$ cat config.mk
export PLATFORM = sky130hd
export DESIGN_NAME = fpu_unit
export DESIGN_NICKNAME = d
export VERILOG_FILES = /design/src/rtl/fpu_unit.sv
export SDC_FILE = /design/constraint.sdc
export NUM_CORES = 2
export LEC_CHECK = 0
export ABC_AREA = 0
export CAP_MARGIN = 10
export CORE_MARGIN = 2
export CORE_UTILIZATION = 35
export DETAILED_ROUTE_END_ITERATION = 8
export PLACE_DENSITY = 0.6
export SYNTH_ARGS = -nofsm -noshare
export SYNTH_HDL_FRONTEND = slang
export SYNTH_SLANG_ARGS = --single-unit
$ cat constraint.sdc
create_clock -name clk -period 11.51 [get_ports clk]
set_input_delay 1.151 -clock clk [delete_from_list [all_inputs] [get_ports clk]]
set_output_delay 1.151 -clock clk [all_outputs]
set_load 0.02 [all_outputs]
$ cat src/rtl/fpu_unit.sv
// Multi-cycle binary32 FPU: add/sub/mul/div with RNE rounding and gradual underflow.
package pa_fpu;
  typedef enum logic [1:0] {
    op_add = 2'd0,
    op_sub = 2'd1,
    op_mul = 2'd2,
    op_div = 2'd3
  } e_fpu_op;
endpackage

module fpu_unit
  import pa_fpu::*;
(
  input  logic        clk,
  input  logic        arst,
  input  logic        start,
  input  logic [31:0] a_operand,
  input  logic [31:0] b_operand,
  input  logic [1:0]  operation,
  output logic [31:0] ieee_packet_out,
  output logic        cmd_end,
  output logic        busy
);

  localparam int unsigned EXP_W   = 11;
  localparam int unsigned MAN_W   = 28;
  localparam logic [31:0] QNAN    = 32'h7FC00000;
  localparam logic [30:0] INF_MAG = 31'h7F800000;

  typedef enum logic [2:0] {
    S_IDLE, S_LOAD, S_UNPACK, S_EXEC, S_NORM, S_ROUND, S_DONE, S_RELEASE
  } state_t;

  state_t                    state_q, state_d;
  logic [31:0]               a_q, a_d, b_q, b_d, pkt_q, pkt_d;
  e_fpu_op                   op_q, op_d;
  logic                      cmd_end_q, cmd_end_d, busy_q, busy_d;
  logic                      sign_q, sign_d, sa_q, sa_d, sb_q, sb_d;
  logic signed [EXP_W-1:0]   ea_q, ea_d, eb_q, eb_d, exp_q, exp_d;
  logic [23:0]               ma_q, ma_d, mb_q, mb_d;
  logic [MAN_W-1:0]          man_q, man_d;
  logic [47:0]               prod_q, prod_d, mcand_q, mcand_d;
  logic [25:0]               rem_q, rem_d, quo_q, quo_d;
  logic [4:0]                cnt_q, cnt_d;

  // Right shift keeping every shifted-out bit as sticky in bit 0
  function automatic logic [MAN_W-1:0] shr_sticky(input logic [MAN_W-1:0] x, input logic [7:0] sh);
    logic [MAN_W-1:0] r;
    logic [MAN_W-1:0] mask;
    if (sh >= 8'd28) begin
      r = {27'd0, |x};
    end else begin
      mask = (28'd1 << sh) - 28'd1;
      r    = x >> sh;
      r[0] = r[0] | (|(x & mask));
    end
    return r;
  endfunction

  // Leading zero count over a 27-bit field (27 when all zero)
  function automatic logic [4:0] lzc27(input logic [26:0] x);
    logic [4:0] n;
    logic       found;
    n     = 5'd27;
    found = 1'b0;
    for (int i = 26; i >= 0; i--) begin
      if (!found && x[i]) begin
        n     = 5'(26 - i);
        found = 1'b1;
      end
    end
    return n;
  endfunction

  // Leading zero count over a 24-bit significand
  function automatic logic [4:0] lzc24(input logic [23:0] x);
    logic [4:0] n;
    logic       found;
    n     = 5'd24;
    found = 1'b0;
    for (int i = 23; i >= 0; i--) begin
      if (!found && x[i]) begin
        n     = 5'(23 - i);
        found = 1'b1;
      end
    end
    return n;
  endfunction

  // Operand classification, prenormalisation and special-case resolution
  logic                    a_zero, a_inf, a_nan, b_zero, b_inf, b_nan, u_sa, u_sb, u_sx;
  logic [23:0]             a_man, b_man, a_man_n, b_man_n;
  logic signed [EXP_W-1:0] a_exp, b_exp, a_exp_n, b_exp_n;
  logic [4:0]              a_lz, b_lz;
  logic                    spec_hit;
  logic [31:0]             spec_val;

  always_comb begin
    a_zero  = (a_q[30:23] == 8'd0) && (a_q[22:0] == 23'd0);
    b_zero  = (b_q[30:23] == 8'd0) && (b_q[22:0] == 23'd0);
    a_inf   = (a_q[30:23] == 8'hFF) && (a_q[22:0] == 23'd0);
    b_inf   = (b_q[30:23] == 8'hFF) && (b_q[22:0] == 23'd0);
    a_nan   = (a_q[30:23] == 8'hFF) && (a_q[22:0] != 23'd0);
    b_nan   = (b_q[30:23] == 8'hFF) && (b_q[22:0] != 23'd0);
    a_man   = {|a_q[30:23], a_q[22:0]};
    b_man   = {|b_q[30:23], b_q[22:0]};
    a_exp   = (a_q[30:23] == 8'd0) ? 11'sd1 : $signed({3'b000, a_q[30:23]});
    b_exp   = (b_q[30:23] == 8'd0) ? 11'sd1 : $signed({3'b000, b_q[30:23]});
    a_lz    = lzc24(a_man);
    b_lz    = lzc24(b_man);
    a_man_n = a_man << a_lz;
    b_man_n = b_man << b_lz;
    a_exp_n = a_exp - $signed({6'd0, a_lz});
    b_exp_n = b_exp - $signed({6'd0, b_lz});
    u_sa    = a_q[31];
    u_sb    = (op_q == op_sub) ? ~b_q[31] : b_q[31];
    u_sx    = a_q[31] ^ b_q[31];

    spec_hit = 1'b0;
    spec_val = 32'd0;
    if (a_nan || b_nan) begin
      spec_hit = 1'b1;
      spec_val = QNAN;
    end else begin
      case (op_q)
        op_add, op_sub: begin
          if (a_inf && b_inf && (u_sa != u_sb)) begin
            spec_hit = 1'b1; spec_val = QNAN;
          end else if (a_inf) begin
            spec_hit = 1'b1; spec_val = {u_sa, INF_MAG};
          end else if (b_inf) begin
            spec_hit = 1'b1; spec_val = {u_sb, INF_MAG};
          end
        end
        op_mul: begin
          if ((a_inf && b_zero) || (a_zero && b_inf)) begin
            spec_hit = 1'b1; spec_val = QNAN;
          end else if (a_inf || b_inf) begin
            spec_hit = 1'b1; spec_val = {u_sx, INF_MAG};
          end else if (a_zero || b_zero) begin
            spec_hit = 1'b1; spec_val = {u_sx, 31'd0};
          end
        end
        default: begin
          if ((a_zero && b_zero) || (a_inf && b_inf)) begin
            spec_hit = 1'b1; spec_val = QNAN;
          end else if (a_inf || b_zero) begin
            spec_hit = 1'b1; spec_val = {u_sx, INF_MAG};
          end else if (b_inf || a_zero) begin
            spec_hit = 1'b1; spec_val = {u_sx, 31'd0};
          end
        end
      endcase
    end
  end

  // Add/sub: align the smaller operand with sticky, then add or subtract magnitudes
  logic                    ad_a_ge, ad_eff_sub, ad_sign;
  logic signed [EXP_W-1:0] ad_ebig, ad_diff;
  logic [MAN_W-1:0]        ad_mbig, ad_msm, ad_msm_al, ad_sum;
  logic [7:0]              ad_sh;

  always_comb begin
    ad_a_ge    = (ea_q > eb_q) || ((ea_q == eb_q) && (ma_q >= mb_q));
    ad_ebig    = ad_a_ge ? ea_q : eb_q;
    ad_diff    = ad_a_ge ? (ea_q - eb_q) : (eb_q - ea_q);
    ad_mbig    = ad_a_ge ? {1'b0, ma_q, 3'b000} : {1'b0, mb_q, 3'b000};
    ad_msm     = ad_a_ge ? {1'b0, mb_q, 3'b000} : {1'b0, ma_q, 3'b000};
    ad_sh      = (ad_diff > 11'sd255) ? 8'd255 : 8'(ad_diff);
    ad_msm_al  = shr_sticky(ad_msm, ad_sh);
    ad_eff_sub = sa_q != sb_q;
    ad_sum     = ad_eff_sub ? (ad_mbig - ad_msm_al) : (ad_mbig + ad_msm_al);
    if (!ad_eff_sub)            ad_sign = sa_q;
    else if (ad_sum == 28'd0)   ad_sign = 1'b0;
    else                        ad_sign = ad_a_ge ? sa_q : sb_q;
  end

  // One shift-add multiply step and one restoring divide step per cycle
  logic [47:0]      mul_nx;
  logic [MAN_W-1:0] mul_man, div_man;
  logic             div_ge;
  logic [25:0]      div_r;
  logic [26:0]      quo_nx;

  always_comb begin
    mul_nx  = prod_q + (mb_q[0] ? mcand_q : 48'd0);
    mul_man = {mul_nx[47:21], mul_nx[20] | (|mul_nx[19:0])};
    div_ge  = rem_q >= {2'b00, mb_q};
    div_r   = div_ge ? (rem_q - {2'b00, mb_q}) : rem_q;
    quo_nx  = {quo_q, div_ge};
    div_man = {1'b0, quo_nx[26:1], quo_nx[0] | (div_r != 26'd0)};
  end

  // Normalise: carry fix, leading-zero left shift floored at exp 1, or denormalise tiny results
  logic [MAN_W-1:0]        n_m1, n_m2;
  logic signed [EXP_W-1:0] n_e1, n_e2, n_lim, n_rs;
  logic [4:0]              n_lz, n_shl;
  logic [7:0]              n_shr;

  always_comb begin
    if (man_q[27]) begin
      n_m1 = {1'b0, man_q[27:2], man_q[1] | man_q[0]};
      n_e1 = exp_q + 11'sd1;
    end else begin
      n_m1 = man_q;
      n_e1 = exp_q;
    end
    n_lz  = lzc27(n_m1[26:0]);
    n_lim = n_e1 - 11'sd1;
    n_rs  = 11'sd1 - n_e1;
    n_shl = ($signed({6'd0, n_lz}) < n_lim) ? n_lz : 5'(n_lim);
    n_shr = (n_rs > 11'sd255) ? 8'd255 : 8'(n_rs);
    n_m2  = n_m1;
    n_e2  = n_e1;
    if (n_e1 < 11'sd1) begin
      n_m2 = shr_sticky(n_m1, n_shr);
      n_e2 = 11'sd1;
    end else if (!n_m1[26] && (n_e1 > 11'sd1)) begin
      n_m2 = n_m1 << n_shl;
      n_e2 = n_e1 - $signed({6'd0, n_shl});
    end
  end

  // Round to nearest even and pack, saturating to infinity on overflow
  logic                    r_up, r_hid;
  logic [24:0]             r_sum;
  logic signed [EXP_W-1:0] r_exp;
  logic [22:0]             r_frac;
  logic [31:0]             r_pkt;

  always_comb begin
    r_up  = man_q[2] & (man_q[3] | man_q[1] | man_q[0]);
    r_sum = {1'b0, man_q[26:3]} + 25'(r_up);
    if (r_sum[24]) begin
      r_exp  = exp_q + 11'sd1;
      r_frac = 23'd0;
      r_hid  = 1'b1;
    end else begin
      r_exp  = exp_q;
      r_frac = r_sum[22:0];
      r_hid  = r_sum[23];
    end
    if (r_hid && (r_exp >= 11'sd255)) r_pkt = {sign_q, INF_MAG};
    else                              r_pkt = {sign_q, r_hid ? 8'(r_exp) : 8'd0, r_frac};
  end

  // Sequencer: next-state and datapath register updates
  always_comb begin
    state_d   = state_q;
    a_d       = a_q;
    b_d       = b_q;
    op_d      = op_q;
    pkt_d     = pkt_q;
    cmd_end_d = 1'b0;
    busy_d    = busy_q;
    sign_d    = sign_q;
    sa_d      = sa_q;
    sb_d      = sb_q;
    ea_d      = ea_q;
    eb_d      = eb_q;
    exp_d     = exp_q;
    ma_d      = ma_q;
    mb_d      = mb_q;
    man_d     = man_q;
    prod_d    = prod_q;
    mcand_d   = mcand_q;
    rem_d     = rem_q;
    quo_d     = quo_q;
    cnt_d     = cnt_q;
    case (state_q)
      S_IDLE: begin
        if (start) begin
          a_d     = a_operand;
          b_d     = b_operand;
          op_d    = e_fpu_op'(operation);
          busy_d  = 1'b1;
          state_d = S_LOAD;
        end
      end
      S_LOAD: state_d = S_UNPACK;
      S_UNPACK: begin
        if (spec_hit) begin
          pkt_d     = spec_val;
          cmd_end_d = 1'b1;
          busy_d    = 1'b0;
          state_d   = S_DONE;
        end else begin
          sa_d    = u_sa;
          sb_d    = u_sb;
          sign_d  = u_sx;
          cnt_d   = 5'd0;
          prod_d  = 48'd0;
          quo_d   = 26'd0;
          state_d = S_EXEC;
          case (op_q)
            op_mul: begin
              mcand_d = {24'd0, a_man_n};
              mb_d    = b_man_n;
              exp_d   = a_exp_n + b_exp_n - 11'sd127;
            end
            op_div: begin
              rem_d = {2'b00, a_man_n};
              mb_d  = b_man_n;
              exp_d = a_exp_n - b_exp_n + 11'sd127;
            end
            default: begin
              ma_d = a_man;
              mb_d = b_man;
              ea_d = a_exp;
              eb_d = b_exp;
            end
          endcase
        end
      end
      S_EXEC: begin
        case (op_q)
          op_mul: begin
            prod_d  = mul_nx;
            mcand_d = mcand_q << 1;
            mb_d    = mb_q >> 1;
            cnt_d   = cnt_q + 5'd1;
            if (cnt_q == 5'd23) begin
              man_d   = mul_man;
              state_d = S_NORM;
            end
          end
          op_div: begin
            rem_d = {div_r[24:0], 1'b0};
            quo_d = quo_nx[25:0];
            cnt_d = cnt_q + 5'd1;
            if (cnt_q == 5'd26) begin
              man_d   = div_man;
              state_d = S_NORM;
            end
          end
          default: begin
            man_d   = ad_sum;
            exp_d   = ad_ebig;
            sign_d  = ad_sign;
            state_d = S_NORM;
          end
        endcase
      end
      S_NORM: begin
        man_d   = n_m2;
        exp_d   = n_e2;
        state_d = S_ROUND;
      end
      S_ROUND: begin
        pkt_d     = r_pkt;
        cmd_end_d = 1'b1;
        busy_d    = 1'b0;
        state_d   = S_DONE;
      end
      S_DONE:    state_d = S_RELEASE;
      S_RELEASE: if (!start) state_d = S_IDLE;
      default:   state_d = S_IDLE;
    endcase
  end

  // State and datapath registers, cleared by the asynchronous reset
  always_ff @(posedge clk or negedge arst) begin
    if (!arst) begin
      state_q   <= S_IDLE;
      a_q       <= 32'd0;
      b_q       <= 32'd0;
      op_q      <= op_add;
      pkt_q     <= 32'd0;
      cmd_end_q <= 1'b0;
      busy_q    <= 1'b0;
      sign_q    <= 1'b0;
      sa_q      <= 1'b0;
      sb_q      <= 1'b0;
      ea_q      <= '0;
      eb_q      <= '0;
      exp_q     <= '0;
      ma_q      <= 24'd0;
      mb_q      <= 24'd0;
      man_q     <= '0;
      prod_q    <= 48'd0;
      mcand_q   <= 48'd0;
      rem_q     <= 26'd0;
      quo_q     <= 26'd0;
      cnt_q     <= 5'd0;
    end else begin
      state_q   <= state_d;
      a_q       <= a_d;
      b_q       <= b_d;
      op_q      <= op_d;
      pkt_q     <= pkt_d;
      cmd_end_q <= cmd_end_d;
      busy_q    <= busy_d;
      sign_q    <= sign_d;
      sa_q      <= sa_d;
      sb_q      <= sb_d;
      ea_q      <= ea_d;
      eb_q      <= eb_d;
      exp_q     <= exp_d;
      ma_q      <= ma_d;
      mb_q      <= mb_d;
      man_q     <= man_d;
      prod_q    <= prod_d;
      mcand_q   <= mcand_d;
      rem_q     <= rem_d;
      quo_q     <= quo_d;
      cnt_q     <= cnt_d;
    end
  end

  assign ieee_packet_out = pkt_q;
  assign cmd_end         = cmd_end_q;
  assign busy            = busy_q;

endmodule

# After elaboration in Yosys (flattened, before gate mapping)
# Cells that the tools add are included.
# classes
addsub	20
magnitude_cmp	11
eq_ne	30
shifts	7
muxes	244
bitwise	14
n_reduce_logical	205
# op_table
cell	count
$mux 5	78
$mux 32	11
$mux 48	6
$mux 28	7
$pmux 48 s2	2
$mux 26	6
$pmux 32 s2	2
$pmux 28 s2	2
$reduce_or 28->1	4
$pmux 26 s2	2
$mux 1	92
$mux 11	8
$logic_and 1x1->1	86
$mux 27	3
$logic_not 1->1	73
$mux 24	3
$shl 1x8->28 const A	2
$sub 28x1->28 const B	2
$add 48x48->48	1
$pmux 24 s2	1
$shl 24x5->24	2
$logic_not 23->1	2
$reduce_bool 23->1	2
$mux 8	5
69 further kinds	129
# totals
register_bits	368
in_bits	69

# Longest topological paths before layout
# depth
word_depth	87
ltp_mapped	44

# Worst setup path after synthesis
# No wires, ideal clock.
# synth_path
path_type	register -> register
startpoint	register mb_q[23]
endpoint	register sign_q
setup_time_ns	0.084
t_arrival_ns	7.986
setup_slack_ns	3.440
stages_incl_launch_ff	40
n_path_buf	2
cell_sequence	dfrtp_1 > inv_1 > ha_1 > nand4_1 > or4_1 > or3_1 > buf_2 > a21oi_4 > mux2i_1 > o211ai_4 > nor4_2 > a22oi_1 > a211oi_1 > o211ai_1 > a211o_1 > and2_1 > clkbuf_1 > inv_1 > (+4 left out) > or3_1 > nand2_1 > xor2_1 > ha_1 > a21o_1 > a21oi_1 > nor2_1 > o21a_1 > o21a_1 > o21ai_0 > nand2b_1 > a21oi_1 > o211ai_1 > a31oi_1 > nor4_1 > and4b_1 > and4_1 > a41oi_2
# synth_via
elab_chain_len	19
# synth_lines
item	line_no	rtl
from (decl)	40	logic [23:0] ma_q, ma_d, mb_q, mb_d;
from (signal assigned)	400	mb_q <= mb_d;
$ge 24x24->1	164	ad_a_ge = (ea_q > eb_q) || ((ea_q == eb_q) && (ma_q >= mb_q));
$logic_and 1x1->1	164	
$logic_or 1x1->1	164	
$mux 11	166	ad_diff = ad_a_ge ? (ea_q - eb_q) : (eb_q - ea_q);
$gt 11x9->1	169	ad_sh = (ad_diff > 11'sd255) ? 8'd255 : 8'(ad_diff);
$mux 8	169	
$shl 1x8->28	53	mask = (28'd1 << sh) - 28'd1;
$sub 28x1->28	53	
(+3 left out)	n/a	
$mux 28	50	if (sh >= 8'd28) begin
$add 27x28->28 or $sub 27x28->28 (tied branches)	172	ad_sum = ad_eff_sub ? (ad_mbig - ad_msm_al) : (ad_mbig + ad_msm_al);
$mux 28	172	
$logic_not 28->1	174	else if (ad_sum == 28'd0) ad_sign = 1'b0;
$mux 1 (*)	174	
$mux 1 (*)	173	if (!ad_eff_sub) ad_sign = sa_q;
$mux 1 (*)	316	case (op_q)
$pmux 1 s2 (*)	270	case (state_q)
to (signal assigned)	393	sign_q <= sign_d;
to (decl)	38	logic sign_q, sign_d, sa_q, sa_d, sb_q, sb_d;
# Mark *: on every way between the ends. The rest lies on a longest branch, timed or not. The select of a mux whose other input is x is not followed.
# A chain may end at the register's enable or synchronous reset.

# Final worst setup path
# layout_path
startpoint	register mb_q[17]
endpoint	register sign_q
# The elaborated chain is that of the path after synthesis.

==> flow_metrics.tcl <==
set metrics [dict create \
    cts_made_buffers 47 \
    worst_pin_slew_ns 1.26 \
    hold_viol 0 \
    holdBufCountCts 0 \
    synth_top_cell_area_share_pct 25.0 \
    htree_levels 2 \
    fin_crit_ns 10.09 \
    wl_met3_mm 9.86 \
    gp_congestion 1.00 \
    yosys_most_used_dff "dfrtp_1" \
    antenna_found_initial 4 \
    drive_above_1_share_pct 7.91 \
    avgSynthCellArea_um2 7.68 \
    synth.area.top_cells "dfrtp_1, ha_1, mux2i_1" \
    yosysSeqAreaShare_pct 25.0 \
    synthSimpleGateAreaFrac_pct 21.1 \
    rrSetupSlack_ns 1.42 \
    grt_pass1_vias 34700 \
    critPathSlowestCell "nor3_1" \
    hold_class "reg2reg" \
    cts_resized 0 \
    instances_no_fill 6061 \
    fmax_ghz 0.0991 \
    cts_tree "yes" \
    critPathArrivalTime_ns 10.60 \
    grt_max_degree 137 \
    clk_pin_slew_worst_paths_ns 0.06 \
    cts_sinks 362 \
    final_cell_mix "nand2_1, o21ai_0, nor2_1" \
    port_buffers 102 \
    drtPass1Iterations 6 \
    wl_mm 148 \
    drv_slew 0 \
    syn_area_um2 36300 \
    muxShareOfSynthArea_pct 10.9 \
    clock_skew_ns 0.0341 \
    die-area_um2 106000 \
    insertion_delay_ns 0.67 \
    setup_tns_ns 0 \
    path_common_cell "ha_1" \
    setup_violations 0 \
    yosys.area_share.adder_pct 7.50 \
    max-slew-margin-rel_pct 15.3 \
    final_common_cell "nand2_1" \
    fin_crit_sh_pct 87.6 \
    worstRegToRegCells 32 \
    status "finished, final reports clean" \
    synth_top_family_by_area "compound AO/OA/AOI/OAI gates" \
    viasPerCell 6.05 \
    grt_usage_pct 27.0 \
    rsz0062_at_grt "no" \
    postSynth.asyncResetShare_pct 100 \
    critical_path.max_fanout 12 \
    place_hpwl_mm 113 \
    max_stage_delay_ns 0.75 \
    vias 36700 \
    cp-start-kind "flip-flop" \
    wl_per_cell_um 24.5 \
    crit_type "reg2reg" \
    synth-seq-cells 362 \
    hp-start "ieee_packet_out[16]$_DFFE_PN0P_" \
    postRouteAntennaNets 0 \
    min_path_cells 2 \
    top_layer "met5" \
    initial_core_util_pct 35.2 \
    clockBufferDepth 3 \
    drc 0 \
    wl_met2_mm 66.5 \
    end_kind "flip-flop" \
    synthXorXnorAreaFrac_pct 4.97 \
    area_delta_synth_final_pct 11.1 \
    synthesis.nets 5004 \
    synth.distinct_cells 104 \
    num_rows 118 \
    cts_setup_buffers 0 \
    cts_root_buffer "clkbuf_16" \
    dp_cells 5973 \
    critPathRequiredTime_ns 12.02 \
    syn_inst 4723 \
    worstReg2RegStart "mb_q[17]$_DFFE_PN0P_" \
    wl_met1_mm 64.8 \
    drt_first_iter_violations 3581 \
    die_w_um 326 \
    grt_pass1_wl_mm 223 \
    drv_cap 0 \
    chipHeight_um 326 \
    synth_top_cell_by_area "dfrtp_1" \
    synth_warnings 0 \
    core_um2 103000 \
    synth-edff-count 0 \
    whs_endpoint "ieee_packet_out[16]$_DFFE_PN0P_" \
    io_pins 103 \
    synth-compound-area-share_pct 25.3 \
    grt_overflow 0 \
    nets 4923 \
    worstReg2RegEnd "sign_q$_DFFE_PN0P_" \
]
==> logic make-up after synthesis <==
logic type,Yosys count
AOI/OAI and AO/OA,1430
adders and majority gates,212
and+or+nand+nor,1655
xor gates and xnor gates,205
buffers and inverters,487
muxes,372
DFF,362
==> worst max-delay path by stage <==
stage / endpoint / start / cells after the start
finish: sign_q$_DFFE_PN0P_ / mb_q[17]$_DFFE_PN0P_ / 32
global route: sign_q$_DFFE_PN0P_ / ea_q[2]$_DFFE_PN0P_ / 36
CTS: sign_q$_DFFE_PN0P_ / mb_q[17]$_DFFE_PN0P_ / 32
detailed placement: sign_q$_DFFE_PN0P_ / mb_q[17]$_DFFE_PN0P_ / 32
global placement: sign_q$_DFFE_PN0P_ / mb_q[17]$_DFFE_PN0P_ / 34
floorplan: sign_q$_DFFE_PN0P_ / mb_q[23]$_DFFE_PN0P_ / 39
==> cell usage after synthesis (22+ instances only) <==
cell type  count
xnor2_1      117
or3_1         22
buf_1         24
clkbuf_1     253
nand4_1       42
inv_1        166
nand3_1      148
o211ai_1      60
o31ai_1       34
dfrtp_1      362
nor4_1        48
buf_2         28
mux2_2       116
nand2b_1      41
a21o_1        76
mux2i_1      249
a22o_1        34
a22oi_1       24
xor2_1        87
and3_1        34
a221oi_1      29
o21a_1        24
nor2_1       395
and2_1        76
o22ai_1       30
a211oi_1      66
o221ai_1      22
nand2_1      624
a31oi_1       56
ha_1         203
o21ai_0      412
nor2b_1       31
nor3_1       116
a21oi_1      339
==> sequential cells by signal, summed over array words and instances (netlist names), 2 cells and up <==
signal           flops
a_q                 32
prod_q              48
state_q              3
eb_q                 8
mb_q                24
ieee_packet_out     32
ma_q                24
op_q                 2
b_q                 32
exp_q               11
rem_q               26
cnt_q                5
man_q               28
quo_q               26
mcand_q             48
ea_q                 8
==> layout make-up <==
type | instances | area (µm²)
clock buffers | 61 | 1330
flip-flops and latches | 362 | 9060
fillers | 10800 | 62900
well taps | 1380 | 1730
inverters | 172 | 646
diodes | 1 | 2.50
clock inverters | 26 | 333
repair buffers | 185 | 1670
multi-input cells | 3874 | 25500
==> metal layers <==
| metal | up-vias | GRT usage (%) |
|---|---|---|
| met5 | - | 0 |
| met4 | 4 | 11.2 |
| met3 | 325 | 3.70 |
| met2 | 1482 | 43.2 |
| met1 | 17800 | 36.5 |
| li1 | 17100 | - |
==> per-stage QoR <==
stage                     hold slack [ns]  worst slack, ns  area, µm²  utilization (%)
after floorplan                     0.451             3.44      36300                -
after global placement              0.464             1.82      38600             37.4
after detailed placement            0.470             1.61      38600             37.4
after CTS                           0.483             1.56      40300             39.1
after global routing                0.496            0.609      40300             39.1
final                               0.476             1.42      40300             39.1
==> critical path: cells and delay by family, from the launching register on <==
kind / cells / cell delay [ns]
flops: 1 / 0.48
fa+ha+maj: 3 / 0.95
buf+inv: 2 / 0.29
simple gates: 12 / 3.84
xor+xnor: 2 / 0.27
compound gates: 12 / 3.60
mux: 1 / 0.49
Power is left out: the tool's default activity adds up to more than one toggle a clock period on the data nets, which glitch-free logic cannot reach.
